<file path="config.mk">
export PLATFORM = sky130hd
export DESIGN_NAME = tmds_word_aligner
export DESIGN_NICKNAME = d
export VERILOG_FILES = /design/src/rtl/tmds_pkg.sv /design/src/rtl/tmds_lane_align.sv /design/src/rtl/tmds_word_aligner.sv
export SDC_FILE = /design/constraint.sdc
export NUM_CORES = 1
export LEC_CHECK = 0
export ABC_AREA = 1
export CAP_MARGIN = 20
export CORE_ASPECT_RATIO = 1.5
export CORE_MARGIN = 5
export CORE_UTILIZATION = 40
export DETAILED_ROUTE_END_ITERATION = 8
export PLACE_DENSITY = 0.63
export SETUP_SLACK_MARGIN = 0.02
export SLEW_MARGIN = 20
export SYNTH_ARGS = -nofsm -noshare
export SYNTH_HDL_FRONTEND = slang
export SYNTH_SLANG_ARGS = --single-unit
export TNS_END_PERCENT = 50
</file>
<file path="constraint.sdc">
create_clock -name i_pixclk -period 3.3 [get_ports i_pixclk]
set_input_delay 0.825 -clock i_pixclk [delete_from_list [all_inputs] [get_ports i_pixclk]]
set_output_delay 0.825 -clock i_pixclk [all_outputs]
set_load 0.005 [all_outputs]
</file>
<file path="src/rtl/tmds_pkg.sv">
// Purpose: shared TMDS alignment constants (word width, control tokens, lane FSM encoding).
// Latency: none, declarations only.
// Backpressure: none, declarations only. Optional slip statistics: TMDS_ALIGN_STATS_EN.
package tmds_pkg;

   localparam int TMDS_W = 10;
   localparam int OFF_W  = 4;
   localparam int SLIP_W = 8;

   // Highest legal bit offset; one more slip wraps back to 0.
   localparam logic [OFF_W-1:0] OFF_LAST = 4'd9;

   // The four TMDS control-period tokens (C1,C0 = 00, 01, 10, 11).
   localparam logic [TMDS_W-1:0] TOK_C00 = 10'b1101010100;
   localparam logic [TMDS_W-1:0] TOK_C01 = 10'b0010101011;
   localparam logic [TMDS_W-1:0] TOK_C10 = 10'b0101010100;
   localparam logic [TMDS_W-1:0] TOK_C11 = 10'b1010101011;

   typedef enum logic [1:0] {
      ST_SEARCH = 2'd0,
      ST_VERIFY = 2'd1,
      ST_LOCKED = 2'd2
   } lane_st_t;

   function automatic logic is_ctrl_token(input logic [TMDS_W-1:0] c);
      return (c == TOK_C00) || (c == TOK_C01) || (c == TOK_C10) || (c == TOK_C11);
   endfunction

endpackage

</file>
<file path="src/rtl/tmds_lane_align.sv">
// Purpose: single-lane TMDS word aligner; hunts control tokens and bitslips until locked.
// Latency: aligned word registered one cycle after the window; two cycles raw->word at offset 0.
// Backpressure: none, consumes one raw word per cycle. Slip counter exists with TMDS_ALIGN_STATS_EN.
module tmds_lane_align
   import tmds_pkg::*;
#(
   parameter int SEARCH_TO = 1024,
   parameter int LOCK_CNT  = 16,
   parameter int LOSS_TO   = 2000000
) (
   input  logic              pixclk,
   input  logic              rst_n,
   input  logic [TMDS_W-1:0] raw,
   input  logic              realign,
   output logic [TMDS_W-1:0] word,
   output logic              locked,
   output logic [OFF_W-1:0]  offset
`ifdef TMDS_ALIGN_STATS_EN
   ,output logic [SLIP_W-1:0] slip_cnt
`endif
);

   localparam int MISS_W = (SEARCH_TO > 1) ? $clog2(SEARCH_TO) : 1;
   localparam int RUN_W  = (LOCK_CNT  > 1) ? $clog2(LOCK_CNT)  : 1;
   localparam int LOSS_W = (LOSS_TO   > 1) ? $clog2(LOSS_TO)   : 1;

   // Counters stop one short of their limit: the final event triggers the transition
   // instead of being stored, so each counter fits in $clog2 of its limit.
   localparam logic [MISS_W-1:0] MISS_LAST = MISS_W'(SEARCH_TO - 1);
   localparam logic [RUN_W-1:0]  RUN_LAST  = RUN_W'(LOCK_CNT - 1);
   localparam logic [LOSS_W-1:0] LOSS_LAST = LOSS_W'(LOSS_TO - 1);

   lane_st_t            st, st_nxt;
   logic [TMDS_W-1:0]   r_prev;
   logic [2*TMDS_W-1:0] win;
   logic [TMDS_W-1:0]   cand;
   logic                tok;
   logic [MISS_W-1:0]   miss, miss_nxt;
   logic [RUN_W-1:0]    run, run_nxt;
   logic [LOSS_W-1:0]   loss, loss_nxt;
   logic                slip;

   // Older word sits in the low bits so increasing offset moves toward newer bits.
   assign win  = {raw, r_prev};
   assign cand = TMDS_W'(win >> offset);
   assign tok  = is_ctrl_token(cand);

   // State register.
   always_ff @(posedge pixclk or negedge rst_n) begin
      if (!rst_n) st <= ST_SEARCH;
      else        st <= st_nxt;
   end

   // Next-state decode; realign overrides every other transition.
   always_comb begin
      st_nxt = st;
      if (realign) begin
         st_nxt = ST_SEARCH;
      end else begin
         case (st)
            ST_SEARCH: if (tok) st_nxt = ST_VERIFY;
            ST_VERIFY: begin
               if (!tok)                 st_nxt = ST_SEARCH;
               else if (run == RUN_LAST) st_nxt = ST_LOCKED;
            end
            ST_LOCKED: if (!tok && (loss == LOSS_LAST)) st_nxt = ST_SEARCH;
            default:   st_nxt = ST_SEARCH;
         endcase
      end
   end

   // Counter updates and slip strobe for the current state.
   always_comb begin
      slip     = 1'b0;
      miss_nxt = '0;
      run_nxt  = '0;
      loss_nxt = '0;
      if (!realign) begin
         case (st)
            ST_SEARCH: begin
               if (tok)                     run_nxt  = RUN_W'(1);
               else if (miss == MISS_LAST)  slip     = 1'b1;
               else                         miss_nxt = miss + MISS_W'(1);
            end
            ST_VERIFY: begin
               if (tok && (run != RUN_LAST)) run_nxt = run + RUN_W'(1);
            end
            ST_LOCKED: begin
               if (!tok) begin
                  if (loss == LOSS_LAST) slip     = 1'b1;
                  else                   loss_nxt = loss + LOSS_W'(1);
               end
            end
            default: ;
         endcase
      end
   end

   // Window history, aligned word, lock flag, offset and counters.
   always_ff @(posedge pixclk or negedge rst_n) begin
      if (!rst_n) begin
         r_prev <= '0;
         word   <= '0;
         locked <= 1'b0;
         offset <= '0;
         miss   <= '0;
         run    <= '0;
         loss   <= '0;
      end else begin
         r_prev <= raw;
         word   <= cand;
         locked <= (st == ST_LOCKED);
         miss   <= miss_nxt;
         run    <= run_nxt;
         loss   <= loss_nxt;
         if (slip) offset <= (offset == OFF_LAST) ? '0 : offset + OFF_W'(1);
      end
   end

`ifdef TMDS_ALIGN_STATS_EN
   // Saturating count of bit slips; only reset clears it.
   always_ff @(posedge pixclk or negedge rst_n) begin
      if (!rst_n)                          slip_cnt <= '0;
      else if (slip && (slip_cnt != '1))   slip_cnt <= slip_cnt + SLIP_W'(1);
   end
`endif

endmodule

</file>
<file path="src/rtl/tmds_word_aligner.sv">
// Purpose: NUM_CH-lane TMDS word aligner between de-serializer and TMDS decoder.
// Latency: two cycles raw->aligned word at offset 0; all-locked one cycle after the last lane lock.
// Backpressure: none, every lane consumes a word per cycle. o_slip_cnt exists with TMDS_ALIGN_STATS_EN.
module tmds_word_aligner
   import tmds_pkg::*;
#(
   parameter int NUM_CH    = 3,
   parameter int SEARCH_TO = 1024,
   parameter int LOCK_CNT  = 16,
   parameter int LOSS_TO   = 2000000
) (
   input  logic                     i_pixclk,
   input  logic                     i_rst_n,
   input  logic [NUM_CH*TMDS_W-1:0] i_raw,
   input  logic                     i_realign,
   output logic [NUM_CH*TMDS_W-1:0] o_word,
   output logic [NUM_CH-1:0]        o_locked,
   output logic                     o_all_locked,
   output logic [NUM_CH*OFF_W-1:0]  o_offset
`ifdef TMDS_ALIGN_STATS_EN
   ,output logic [NUM_CH*SLIP_W-1:0] o_slip_cnt
`endif
);

   for (genvar k = 0; k < NUM_CH; k++) begin : g_lane
      tmds_lane_align #(
         .SEARCH_TO (SEARCH_TO),
         .LOCK_CNT  (LOCK_CNT),
         .LOSS_TO   (LOSS_TO)
      ) u_lane (
         .pixclk   (i_pixclk),
         .rst_n    (i_rst_n),
         .raw      (i_raw[k*TMDS_W +: TMDS_W]),
         .realign  (i_realign),
         .word     (o_word[k*TMDS_W +: TMDS_W]),
         .locked   (o_locked[k]),
         .offset   (o_offset[k*OFF_W +: OFF_W])
`ifdef TMDS_ALIGN_STATS_EN
         ,.slip_cnt (o_slip_cnt[k*SLIP_W +: SLIP_W])
`endif
      );
   end

   // Link-level lock: every lane reports lock.
   always_ff @(posedge i_pixclk or negedge i_rst_n) begin
      if (!i_rst_n) o_all_locked <= 1'b0;
      else          o_all_locked <= &o_locked;
   end

endmodule

</file>
# Word-level counts from Yosys, hierarchy flattened
# Index checks and enable logic that the tools add are counted.
# op_classes
n_addsub,12
eq_ne,42
shift,3
n_mux,75
n_reduce_logical,25
# ops
cell,count
$mux W21,12
$mux W10,12
$eq A10 B10 Y1 const B,9
$add A21 B1 Y21 const B,3
$eq A21 B21 Y1 const B,3
$shr A20 B4 Y10,3
$mux W4,9
$add A10 B1 Y10 const B,3
$eq A10 B8 Y1 const B,3
$eq A10 B9 Y1 const B,3
$mux W2,15
$add A4 B1 Y4 const B,6
$eq A4 B4 Y1 const B,6
$ne A4 B4 Y1 const B,6
$pmux W4 S2,3
$mux W1,18
$ne A3 B2 Y1 const B,6
$pmux W2 S3,3
$reduce_and A3 Y1,4
$logic_or A1 B1 Y1,9
$eq A2 B1 Y1 const B,3
$eq A2 B2 Y1 const B,3
$logic_and A1 B1 Y1,6
$logic_not A2 Y1,3
2 further kinds,6
# totals
regBits,187
inputBits,33
output_inout_bits,46
wordCells,182

# Depth between registers and ports, before layout
# depth
depth_word,10
depth_mapped,20
ltp_nobuf,18

# By module
# From an unflattened synthesis, not the netlist that was laid out.
# hier_totals
cells_unflattened,1388
area_unflattened_um2,10520.1
# modules_own_cells
module,n_inst,cells_per_inst,area_each_um2,seq_area_each_um2
tmds_lane_align (g_lane[1].u_lane),1,474,3560.9,1551.5
tmds_lane_align (g_lane[2].u_lane),1,452,3469.6,1551.5
tmds_lane_align (g_lane[0].u_lane),1,458,3450.8,1551.5
tmds_word_aligner,1,4,38.8,25.0

# Worst setup path after synthesis
# No wires, ideal clock.
# synth_path
path_type,input -> register
from,in i_raw[9]
to,reg g_lane[0].u_lane.loss[18]
setup_ps,125
arrival_time_ps,2051
t_required_ps,3175
slack_ps,1124
path_stages,13
path_buffers,1
path_cell_list,nand2_1 > and2_1 > o21ai_0 > inv_1 > nand2_1 > nand2_1 > nor2_1 > nand3_2 > nand2_4 > inv_4 > nand3_4 > buf_6 > nor3_2
# synth_between
elab_chain_cells,8
word_cells_on_any_way,11
cone_classes,4 x eq/ne; 1 x shift; 3 x mux; 3 x reduce/logical
# synth_rtl
element,line_no,source
"start, declared",tmds_word_aligner.sv:14,"input logic [NUM_CH*TMDS_W-1:0] i_raw,"
$shr A20 B4 Y10 *,tmds_lane_align.sv:45,assign cand = TMDS_W'(win >> offset);
named net g_lane[0].u_lane.cand[6],tmds_lane_align.sv:36,logic [TMDS_W-1:0] cand;
$eq A10 B10 Y1 or $eq A10 B8 Y1 (tied branches),tmds_pkg.sv:26,return (c == TOK_C00) || (c == TOK_C01) || (c == TOK_C10) || (c == TOK_C11);
$logic_or A1 B1 Y1 (2 in series),tmds_pkg.sv:26,
$logic_or A1 B1 Y1 *,tmds_pkg.sv:26,
$mux W21 *,tmds_lane_align.sv:89,if (!tok) begin
$mux W21 *,tmds_lane_align.sv:79,case (st)
$mux W21 *,tmds_lane_align.sv:78,if (!realign) begin
named net g_lane[0].u_lane.loss_nxt[18],tmds_lane_align.sv:40,"logic [LOSS_W-1:0] loss, loss_nxt;"
"end signal, assigned",tmds_lane_align.sv:115,loss <= loss_nxt;
"end, declared",tmds_lane_align.sv:40,
# Mark *: on every way through the listed nets, which the timed path passes. The rest lies on a longest branch.
# A chain may end at the register's enable or synchronous reset.

# Worst setup path in the final report
# layout_path
from,in i_raw[22]
to,reg g_lane[2].u_lane.loss[4]
# layout_between
elab_chain_cells,8
word_cells_on_any_way,11
cone_classes,4 x eq/ne; 1 x shift; 3 x mux; 3 x reduce/logical
# layout_rtl
element,line_no
$shr A20 B4 Y10 *,tmds_lane_align.sv:45
named net g_lane[2].u_lane.cand[5],tmds_lane_align.sv:36
$eq A10 B10 Y1 or $eq A10 B8 Y1 (tied branches),tmds_pkg.sv:26
$logic_or A1 B1 Y1 (2 in series),tmds_pkg.sv:26
$logic_or A1 B1 Y1 *,tmds_pkg.sv:26
$mux W21 *,tmds_lane_align.sv:89
$mux W21 *,tmds_lane_align.sv:79
$mux W21 *,tmds_lane_align.sv:78
named net g_lane[2].u_lane.loss_nxt[4],tmds_lane_align.sv:40
"end signal, assigned",tmds_lane_align.sv:115
"end, declared",tmds_lane_align.sv:40
# Marks and branches as above.

==> metrics.md <==
| Metric | Value |
|---|---|
| CTS root buf | `clkbuf_16` |
| Die H | `208.1 µm` |
| Crit-path leading delay family | `simple AND/OR/NAND/NOR gates` |
| Die area | `0.02957 mm²` |
| HPWL after detailed placement | `19540 µm` |
| Worst path bufs/invs | `3` |
| Fin crit period | `2688 ps` |
| Final instance area | `0.01217 mm²` |
| Num CTS Buffers | `17` |
| Mapped Nets | `1435` |
| H-tree depth | `4` |
| Antenna diode count | `0` |
| Non-filler instance count after layout | `1806` |
| Number of global-route vias before repair | `9249` |
| TritonCTS clock tree | `done` |
| Ports | `79` |
| Syn. warnings | `0` |
| Share of cells above drive strength 1 | `0.05363` |
| Slew headroom | `0.5435` |
| Ratio of final minimum period to clock period | `0.8146` |
| Post-synth cell types | `41` |
| Die Wd | `142.1 µm` |
| # fillers | `2590` |
| Antenna violations before repair | `0` |
| Area Growth Syn to Fin | `16.26%` |
| Syn_area_per_cell | `7.513 µm²` |
| Critical path capture point type | `flop` |
| CTS Sinks | `187` |
| Post_cts resized | `0` |
| Worst Tran Pin Value | `684.1 ps` |
| Number of port buffers | `78` |
| FF+latch count, synth | `187` |
| Hold Crit Class | `input pin to asynchronous set/reset pin` |
| Hold WS | `385.1 ps` |
| Cts hold-fix bufs | `0` |
| Worst EP required | `3640 ps` |
| Grt ovf | `0` |
| DRC errors left | `0` |
| Max_cap viols | `0` |
| Critical path launch point type | `input pin` |
| Post-synth ARST share | `1.000` |
| Dpl cell area | `0.01156 mm²` |
| Dpl cells | `1774` |
| Clock buffer depth | `2` |
| Crit path top cell by count | `nand2_1` |
| Initial Util | `0.4062` |
| Setup CP Type | `input pin to flop` |
| Synth Flop Type | `dfrtp_1` |
| Skew-Pair Late Insertion Delay | `440 ps` |
| CP max-delay cell | `clkdlybuf4s50_1` |
| Core footprint | `0.02576 mm²` |
| Row cnt | `72` |
| Vias per Instance | `5.219` |
| Crit-path cells | `clkdlybuf4s50_1 > nand2_1 > nand3_1 > nand3_1 > nand2_1 > nand2_1 > nand2_1 > inv_1 > nand2_1 > nor2_1 > nand2_1 > nand2_2 > inv_2 > nand3_2 > nor3b_1` |
| Largest net degree at the start of global routing | `71` |
| VDD IR-drop max | `377.8 µV` |
| Layout net count | `1502` |
| Drt initial violations | `560` |
| Gr usage total | `0.1819` |
| Final Hold Viols | `0` |
| First-pass DRT Iterations | `5` |
| Final GP Congestion | `0.9084` |
| Leakage | `0.005428 µW` |
| Layout Skew | `7.678 ps` |
| Pwr/cell area | `410.9 mW/mm²` |
| Final setup fails | `0` |
| Via Count | `9425` |
| Routed len/inst | `14.50 µm` |
| Fmax | `0.3720 GHz` |
| Setup TNS Final | `0 ps` |
| First-pass GRT wire length | `44150 µm` |
| Unrepaired setup endpoints after global routing | `no` |
| Post-Syn Area | `0.01047 mm²` |
| Worst endpoint data arrival time | `3030 ps` |
| Post-synthesis sequential area ratio | `0.4471` |
| Post-synth EDFFs | `0` |
| CP max FO | `13` |
| Crit path largest cell delay | `520 ps` |
| ANT nets after route | `0` |
| Max-slew violations | `0` |
| Outcome | `complete, no violations` |
| Post-CTS setup buffer count | `0` |
| Final Routed Wirelength | `26190 µm` |
| Cells after synthesis | `1393` |
| CTS clock-pin slew for the worst setup and hold paths | `70 ps` |
[layout make-up]
cell class,instances,area [µm²],share of cell area
clock buffer,20,446.7,0.03671
clock inverter,12,161.4,0.01326
inverter,124,467.9,0.03846
multi-input combinational,1035,5046,0.4147
sequential,187,4679,0.3846
tap,333,416.7,0.03424
timing repair buffer,95,949.7,0.07805
[per-stage QoR]
stage               worst slack [ps]    util  power, µW
global placement               176.8  0.4487       2919
floorplan                       1124       -       2667
CTS                            577.9  0.4723       5059
detailed placement             116.2  0.4487       2920
global route                   335.4  0.4723       5216
finish                         611.7  0.4723       4999
[synthesized netlist by cell type (all sizes together) (4+ instances only)]
master / n / area (µm²)
xor2: 38 / 332.8
inv: 124 / 468.0
o21ai: 21 / 105.1
nor2: 154 / 595.6
clkbuf: 8 / 30.03
xnor2: 11 / 96.34
nand4: 41 / 262.8
nand2: 378 / 1429
nor3: 42 / 225.2
nor4: 11 / 68.82
buf: 39 / 242.7
dfrtp: 187 / 4679
ha: 9 / 112.6
nand3b: 4 / 30.03
a21oi: 20 / 107.6
nand3: 272 / 1414
nor3b: 18 / 140.1
[registers in the layout, summed over array words and instances, names as in the netlist]
register	cells
g_lane.u_lane.loss	63
g_lane.u_lane.miss	30
g_lane.u_lane.word	30
g_lane.u_lane.locked	3
g_lane.u_lane.run	12
g_lane.u_lane.st	6
o_all_locked	1
g_lane.u_lane.r_prev	30
g_lane.u_lane.offset	12
[report_power, final]
group / switching, µW / leakage, µW / total, µW / internal (µW)
registers: 34.2 / 0.00244 / 2390 / 2350
clock network: 906 / 0.000288 / 2130 / 1220
logic: 293 / 0.00270 / 485 / 192
[per-layer routing]
layer / track usage / routed length (µm) / vias up
li1: - / - / 4719
met1: 0.2094 / 10420 / 4393
met2: 0.3193 / 13580 / 231
met3: 0.03262 / 1014 / 82
met4: 0.09172 / 1179 / 0
met5: 0 / 0 / -
[cell usage in the layout, fill, tap and decap left out, types with 2 or more instances in the layout]
cell type / instances
clkdlybuf4s50_1: 77
a31oi_1: 3
clkinvlp_4: 3
nand3_1: 263
nand4_1: 40
clkinv_4: 2
xor2_1: 38
clkbuf_8: 2
inv_1: 116
nor3_2: 3
nand3b_1: 4
a211oi_1: 2
nor4_1: 11
nor2_4: 2
a32o_1: 3
dfrtp_1: 187
ha_1: 9
nor3b_1: 17
nor2_1: 151
inv_2: 7
bufinv_16: 3
nand3_2: 8
inv_6: 3
o21ai_0: 20
a21oi_2: 2
a21oi_1: 18
nor4b_1: 3
clkbuf_16: 17
buf_4: 14
clkbuf_1: 2
buf_12: 3
nor3_1: 39
a31o_2: 2
xnor2_1: 11
nand2_1: 376
[cell families (layout without fill, tap and decap cells)]
logic type,count (synthesis),after routing,share of synthesized area
and+or+nand+nor,925,925,0.4017
xor gates and xnor gates,49,49,0.04100
buffers and inverters,171,251,0.07077
DFF,187,187,0.4471
adders and majority gates,9,9,0.01076
AOI/OAI and AO/OA,52,52,0.02869
[path summary, 6_finish.rpt]
path                                       startpoint                         end  slack (ps)  depth (start not counted)
setup / recovery                            i_raw[22]    g_lane[2].u_lane.loss[4]         610                         15
hold / removal                                i_rst_n  g_lane[1].u_lane.r_prev[9]         390                          1
setup reg to reg           g_lane[0].u_lane.offset[3]     g_lane[0].u_lane.run[2]         640                         12
hold reg to reg              g_lane[0].u_lane.miss[0]    g_lane[0].u_lane.miss[0]         460                          1
max in group asynchronous                     i_rst_n    g_lane[0].u_lane.miss[7]        2220                          2
min in group i_pixclk        g_lane[0].u_lane.miss[0]    g_lane[0].u_lane.miss[0]         460                          1
(Power assumes the default switching activity.)
